`src/rtl/max_pkg.sv`:
```
// max_pkg: shared definitions for the running-maximum tracker and the
// combinational compare/select partitions.
//   max_trk_state_t : tracker FSM states (IDLE, ACCUM, HOLD)
//   DEF_WIDTH       : default unsigned data word width
//   DEF_FRAME_LEN   : default maximum words per frame
package max_pkg;

    localparam int unsigned DEF_WIDTH     = 3;
    localparam int unsigned DEF_FRAME_LEN = 8;

    typedef enum logic [1:0] {
        IDLE  = 2'd0,
        ACCUM = 2'd1,
        HOLD  = 2'd2
    } max_trk_state_t;

endpackage

```
`src/rtl/max_cmp_sel.sv`:
```
// max_cmp_sel: combinational strict-greater compare and select.
//   a, b   : unsigned operands
//   sel_en : allows y to take a; when low y passes b through unchanged
//   gt     : a > b (unsigned, strict)
//   y      : a when sel_en && gt, otherwise b
// Kept as its own module so an approximate netlist can replace it.
module max_cmp_sel
    import max_pkg::*;
#(
    parameter int unsigned WIDTH = DEF_WIDTH
) (
    input  logic [WIDTH-1:0] a,
    input  logic [WIDTH-1:0] b,
    input  logic             sel_en,
    output logic             gt,
    output logic [WIDTH-1:0] y
);

    assign gt = (a > b);
    assign y  = (sel_en && gt) ? a : b;

endmodule

```
`src/rtl/max_stream_tracker.sv`:
```
// max_stream_tracker: frame-based running maximum over a valid/ready stream.
//   clk, rst                     : clock, synchronous active-high reset
//   in_valid/in_ready            : input handshake
//   in_data, in_last             : sample and end-of-frame marker
//   out_valid/out_ready          : result handshake
//   out_max, out_idx, out_count  : max value, first index of max, word count
// A frame closes on in_last or when FRAME_LEN words have been accepted; the
// result is held until taken, during which no input is accepted.
module max_stream_tracker
    import max_pkg::*;
#(
    parameter  int unsigned WIDTH     = DEF_WIDTH,
    parameter  int unsigned FRAME_LEN = DEF_FRAME_LEN,
    localparam int unsigned IDX_W     = $clog2(FRAME_LEN)
) (
    input  logic             clk,
    input  logic             rst,
    input  logic             in_valid,
    output logic             in_ready,
    input  logic [WIDTH-1:0] in_data,
    input  logic             in_last,
    output logic             out_valid,
    input  logic             out_ready,
    output logic [WIDTH-1:0] out_max,
    output logic [IDX_W-1:0] out_idx,
    output logic [IDX_W:0]   out_count
);

    localparam logic [IDX_W:0] COUNT_FULL = (IDX_W + 1)'(FRAME_LEN);
    localparam logic [IDX_W:0] COUNT_ONE  = (IDX_W + 1)'(1);

    max_trk_state_t   r_state;
    max_trk_state_t   w_state_next;
    logic             r_ready_en;
    logic [WIDTH-1:0] r_max;
    logic [IDX_W-1:0] r_idx;
    logic [IDX_W:0]   r_count;

    logic             w_in_ready;
    logic             w_beat;
    logic             w_gt;
    logic [WIDTH-1:0] w_sel_y;
    logic [IDX_W:0]   w_count_inc;

    // r_ready_en keeps in_ready low for the cycle following a reset edge.
    assign w_in_ready  = r_ready_en && (r_state != HOLD);
    assign w_beat      = in_valid && w_in_ready;
    assign w_count_inc = r_count + COUNT_ONE;

    assign in_ready  = w_in_ready;
    assign out_valid = (r_state == HOLD);
    assign out_max   = r_max;
    assign out_idx   = r_idx;
    assign out_count = r_count;

    // y returns the stored max unless the new word is strictly greater, so
    // ties keep both the value and the earlier index.
    max_cmp_sel #(
        .WIDTH (WIDTH)
    ) u_cmp (
        .a      (in_data),
        .b      (r_max),
        .sel_en (w_beat && (r_state == ACCUM)),
        .gt     (w_gt),
        .y      (w_sel_y)
    );

    always_comb begin
        w_state_next = r_state;
        case (r_state)
            IDLE: begin
                if (w_beat) begin
                    w_state_next = (in_last || FRAME_LEN == 1) ? HOLD : ACCUM;
                end
            end
            ACCUM: begin
                if (w_beat && (in_last || w_count_inc == COUNT_FULL)) begin
                    w_state_next = HOLD;
                end
            end
            HOLD: begin
                if (out_ready) begin
                    w_state_next = IDLE;
                end
            end
            default: w_state_next = IDLE;
        endcase
    end

    always_ff @(posedge clk) begin
        if (rst) begin
            r_state    <= IDLE;
            r_ready_en <= 1'b0;
        end else begin
            r_state    <= w_state_next;
            r_ready_en <= 1'b1;
        end
    end

    always_ff @(posedge clk) begin
        if (rst) begin
            r_max   <= '0;
            r_idx   <= '0;
            r_count <= '0;
        end else if (w_beat) begin
            if (r_state == IDLE) begin
                r_max   <= in_data;
                r_idx   <= '0;
                r_count <= COUNT_ONE;
            end else begin
                r_max   <= w_sel_y;
                r_count <= w_count_inc;
                if (w_gt) begin
                    r_idx <= r_count[IDX_W-1:0];
                end
            end
        end
    end

endmodule

```
`config.mk`:
```
export PLATFORM = sky130hd
export DESIGN_NAME = max_stream_tracker
export DESIGN_NICKNAME = d
export VERILOG_FILES = /design/src/rtl/max_pkg.sv /design/src/rtl/max_cmp_sel.sv /design/src/rtl/max_stream_tracker.sv
export SDC_FILE = /design/constraint.sdc
export NUM_CORES = 1
export LEC_CHECK = 0
export ABC_AREA = 1
export BUFFER_PORTS_ARGS = -buffer_cell sky130_fd_sc_hd__buf_4
export CAP_MARGIN = 0
export CORE_UTILIZATION = 47
export CTS_BUF_LIST = sky130_fd_sc_hd__clkbuf_2 sky130_fd_sc_hd__clkbuf_4 sky130_fd_sc_hd__clkbuf_8
export CTS_CLUSTER_DIAMETER = 50
export DETAILED_ROUTE_END_ITERATION = 7
export PLACE_DENSITY = 0.77
export SYNTH_ARGS = -nofsm -noshare
export SYNTH_HDL_FRONTEND = slang
export SYNTH_SLANG_ARGS = --single-unit
```
`constraint.sdc`:
```
create_clock -name clk -period 1.35 [get_ports clk]
set_input_delay 0.3375 -clock clk [delete_from_list [all_inputs] [get_ports clk]]
set_output_delay 0.3375 -clock clk [all_outputs]
set_load 0.005 [all_outputs]
```
==> flow_summary_export.csv <==
group,metric,value,unit
global_routing,overflow,0,
sta,fin_skew,0.768,ps
clock_tree,cts_hold_buf,0,
power_and_ir_drop,p_total,903,uW
cells_and_area,final_nets,143,
min_path,hold_class,"in2reg",
critical_path,timing.rr.start,"out_max[2]",
global_routing,grt_max_degree,10,
critical_path,startpoint_type,"flip-flop",
clock_tree,clock_path_buffers,2,
sta,timing.fmax,736,MHz
cells_and_area,drive_above_1_share,0.446,
critical_path,crit_fanout,5,
critical_path,rr_endpoint,"out_max[2]",
status,violations,"setup timing",
job,maxCapViolCount,0,
floorplanning,dieArea,1640,sq um
placement,hpwlAfterDp,1230,microns
global_routing,grt_antenna_before_repair,0,
sta,fin_crit,1360,ps
yosys,ys.flop_type,"dfxtp_1",
power_and_ir_drop,p_per_area,878,nW/um^2
floorplanning,fp-row-count,13,
cells_and_area,diodes,0,
route,drcViolationCount,0,
cells_and_area,multi_input_area,424,sq um
yosys,syn_nets,112,
clock_tree,clkLatencyLatePin,270,ps
critical_path,path_common_cell,"nand2_2",
yosys,yosysSeqAreaShare,0.375,
yosys,netlist.top_cell.by_area,"dfxtp_1",
critical_path,crit_required,1520,ps
yosys,synth_seq_cells,13,
yosys,synth_area_per_cell,6.94,sq um
sta,timing.final.hold_violations,0,
yosys,syn_area,694,sq um
min_path,min_path_cells,2,
clock_tree,cts_root_buf,"clkbuf_4",
clock_tree,cts_made_buffers,3,
sta,setup_slack,-8.77,ps
cells_and_area,final_cells,145,
sta,slew_headroom,0.840,
yosys,synth_warnings,0,
yosys,synth_cell_types,19,
sta,worstMarginPinSlew,238,ps
cells_and_area,seqCellArea,265,sq um
critical_path,worstPathCellList,"inv_2, ha_4, a21oi_2, nand2_2, nand2_2, nand2_4, nand3_4, nand2_1, inv_1, nor2_1",
route,dr.pass1.iters,4,
yosys,synth-edff-count,0,
min_path,holdPathEnd,"out_idx[1]",
placement,gp_congestion,0.777,
route,wl_per_cell,11.3,microns
yosys,async_flop_share,0,
power_and_ir_drop,p_leak,0.494,nW
clock_tree,tritoncts,"done",
yosys,yosysMostFrequentCell,"nand2_1",
route,drt-total-wl,1650,microns
floorplanning,die_w,40.4,microns
critical_path,max_stage_delay,350,ps
clock_tree,path_clk_slew,80,ps
sta,timing.final.crit_share,1.01,
cells_and_area,fill_cells,108,
yosys,synth_top_area_frac,0.375,
route,via_per_inst,5.14,
global_routing,grt_usage,0.248,
min_path,min_from,"rst",
critical_path,worstSetupPathType,"reg2reg",
route,antenna_left,0,
yosys,synth_cells,100,
critical_path,critPathBufInv,2,
power_and_ir_drop,vdd_drop_max,0.601,mV
placement,dp_cells,136,
critical_path,endpoint_kind,"flip-flop",
critical_path,crit_slowest_cell,"dfxtp_2",
critical_path,cp.arrival,1530,ps
yosys,synthTopCellsByCount,"nand2_1, inv_1, dfxtp_1",
placement,io_buffer_count,19,
clock_tree,cts_max_level,1,
global_routing,grt_pass1_vias,682,
clock_tree,cts.sinks,13,
sta,rsz0062_at_grt,"yes",
critical_path,r2r_cells,10,
critical_path,path_delay_family,"simple AND/OR/NAND/NOR gates",
floorplanning,io_pins,20,
sta,finalSetupViolCount,1,
global_routing,grt_pass1_wl,2660,microns
sta,slew_viol_final,0,
route,drt_iter0_markers,17,
yosys,yosys-top-cells-area,"dfxtp_1, nand2_1, inv_1",
status,status,"complete, but fails checks",
critical_path,rrSetupSlack,-9,ps
floorplanning,initial_utilization,0.521,
route,routed-via-count,746,
floorplanning,die_y,40.4,microns
floorplanning,core,1330,sq um
cells_and_area,area_growth,48.1,%
how the worst max path moves through the flow:
stage                           from         end  slack [ps]  cells after the start
final                     out_max[2]  out_max[2]          -9                     10
after global routing      out_max[2]  out_max[2]         -90                     10
after CTS                 out_max[2]  out_max[2]          -6                     10
after detailed placement  in_data[2]  out_max[2]        -160                     10
after global placement    in_data[2]  out_max[2]        -100                     10
after floorplan           out_max[2]  out_max[0]          30                     10
sequential cells by signal (all words and copies together) (netlist names):
name and flops:
out_idx 3, r_state 2, out_max 3, out_count 4
r_ready_en 1
logic make-up after synthesis:
kind of cell               share of synthesized area
AOI/OAI and AO/OA                             0.0865
adders and majority gates                     0.0721
buffers and inverters                          0.123
DFF                                            0.375
and+or+nand+nor                                0.344
timing repair:
item / in CTS / in global routing
pin swaps: 6 / 12
gates resized for setup: 10 / 13
endpoints found under the hold margin: 0 / 0
buffers inserted: 4 / 1
setup endpoints to repair: 8 / 11
per-layer routing:
metal / up-vias / share of wire / track usage / wire [microns]
met1: 338 / 0.39 / 0.262 / 646
met5: - / 0 / 0 / 0
li1: 376 / - / - / -
met3: 4 / 0.060 / 0.0667 / 99
met4: 0 / 0.021 / 0.142 / 34
met2: 28 / 0.53 / 0.437 / 864
layout by cell type (no fill, tap or decap):
cell and instances:
nand3_4 1, clkbuf_4 4, dfxtp_1 9, nand2_2 5
nand4_1 4, nand2_4 2, nor2_1 6, inv_4 2
nor3_1 1, nor2_4 2, a21oi_1 6, ha_4 2
o21ai_0 1, dfxtp_2 4, buf_4 26, buf_6 1
nand3_2 1, nand3b_1 2, inv_2 4, ha_1 2
inv_1 15, a211oi_1 2, nand2_1 18, a21oi_2 2
nor2_2 2, nand3_1 6
stage by stage:
step	hold WS [ps]	cell area [sq um]	util	setup TNS, ps	worst slack [ps]
after floorplan	455	702	-	0	32.0
after global placement	451	882	0.661	-545	-99.9
after detailed placement	458	882	0.661	-895	-159
after CTS	292	987	0.740	-5.58	-5.58
after global routing	287	1030	0.771	-336	-86.4
final	293	1030	0.771	-8.77	-8.77
worst reg2reg max path: stages (launching register included):
cell	delay, ps
dfxtp_2	350
inv_2	60
ha_4	250
a21oi_2	130
nand2_2	70
nand2_2	90
nand2_4	80
nand3_4	90
nand2_1	60
inv_1	50
nor2_1	40
power breakdown:
group | internal [mW] | switching (mW)
sequential | 0.401 | 0.0136
combinational | 0.111 | 0.123
clock | 0.134 | 0.121
layout make-up:
class | instances | area share
Clock buffer | 4 | 0.0292
Inverter | 21 | 0.0815
Multi-Input combinational cell | 65 | 0.412
Sequential cell | 13 | 0.258
Tap cell | 15 | 0.0182
Timing Repair Buffer | 27 | 0.201
(Power assumes the default switching activity.)
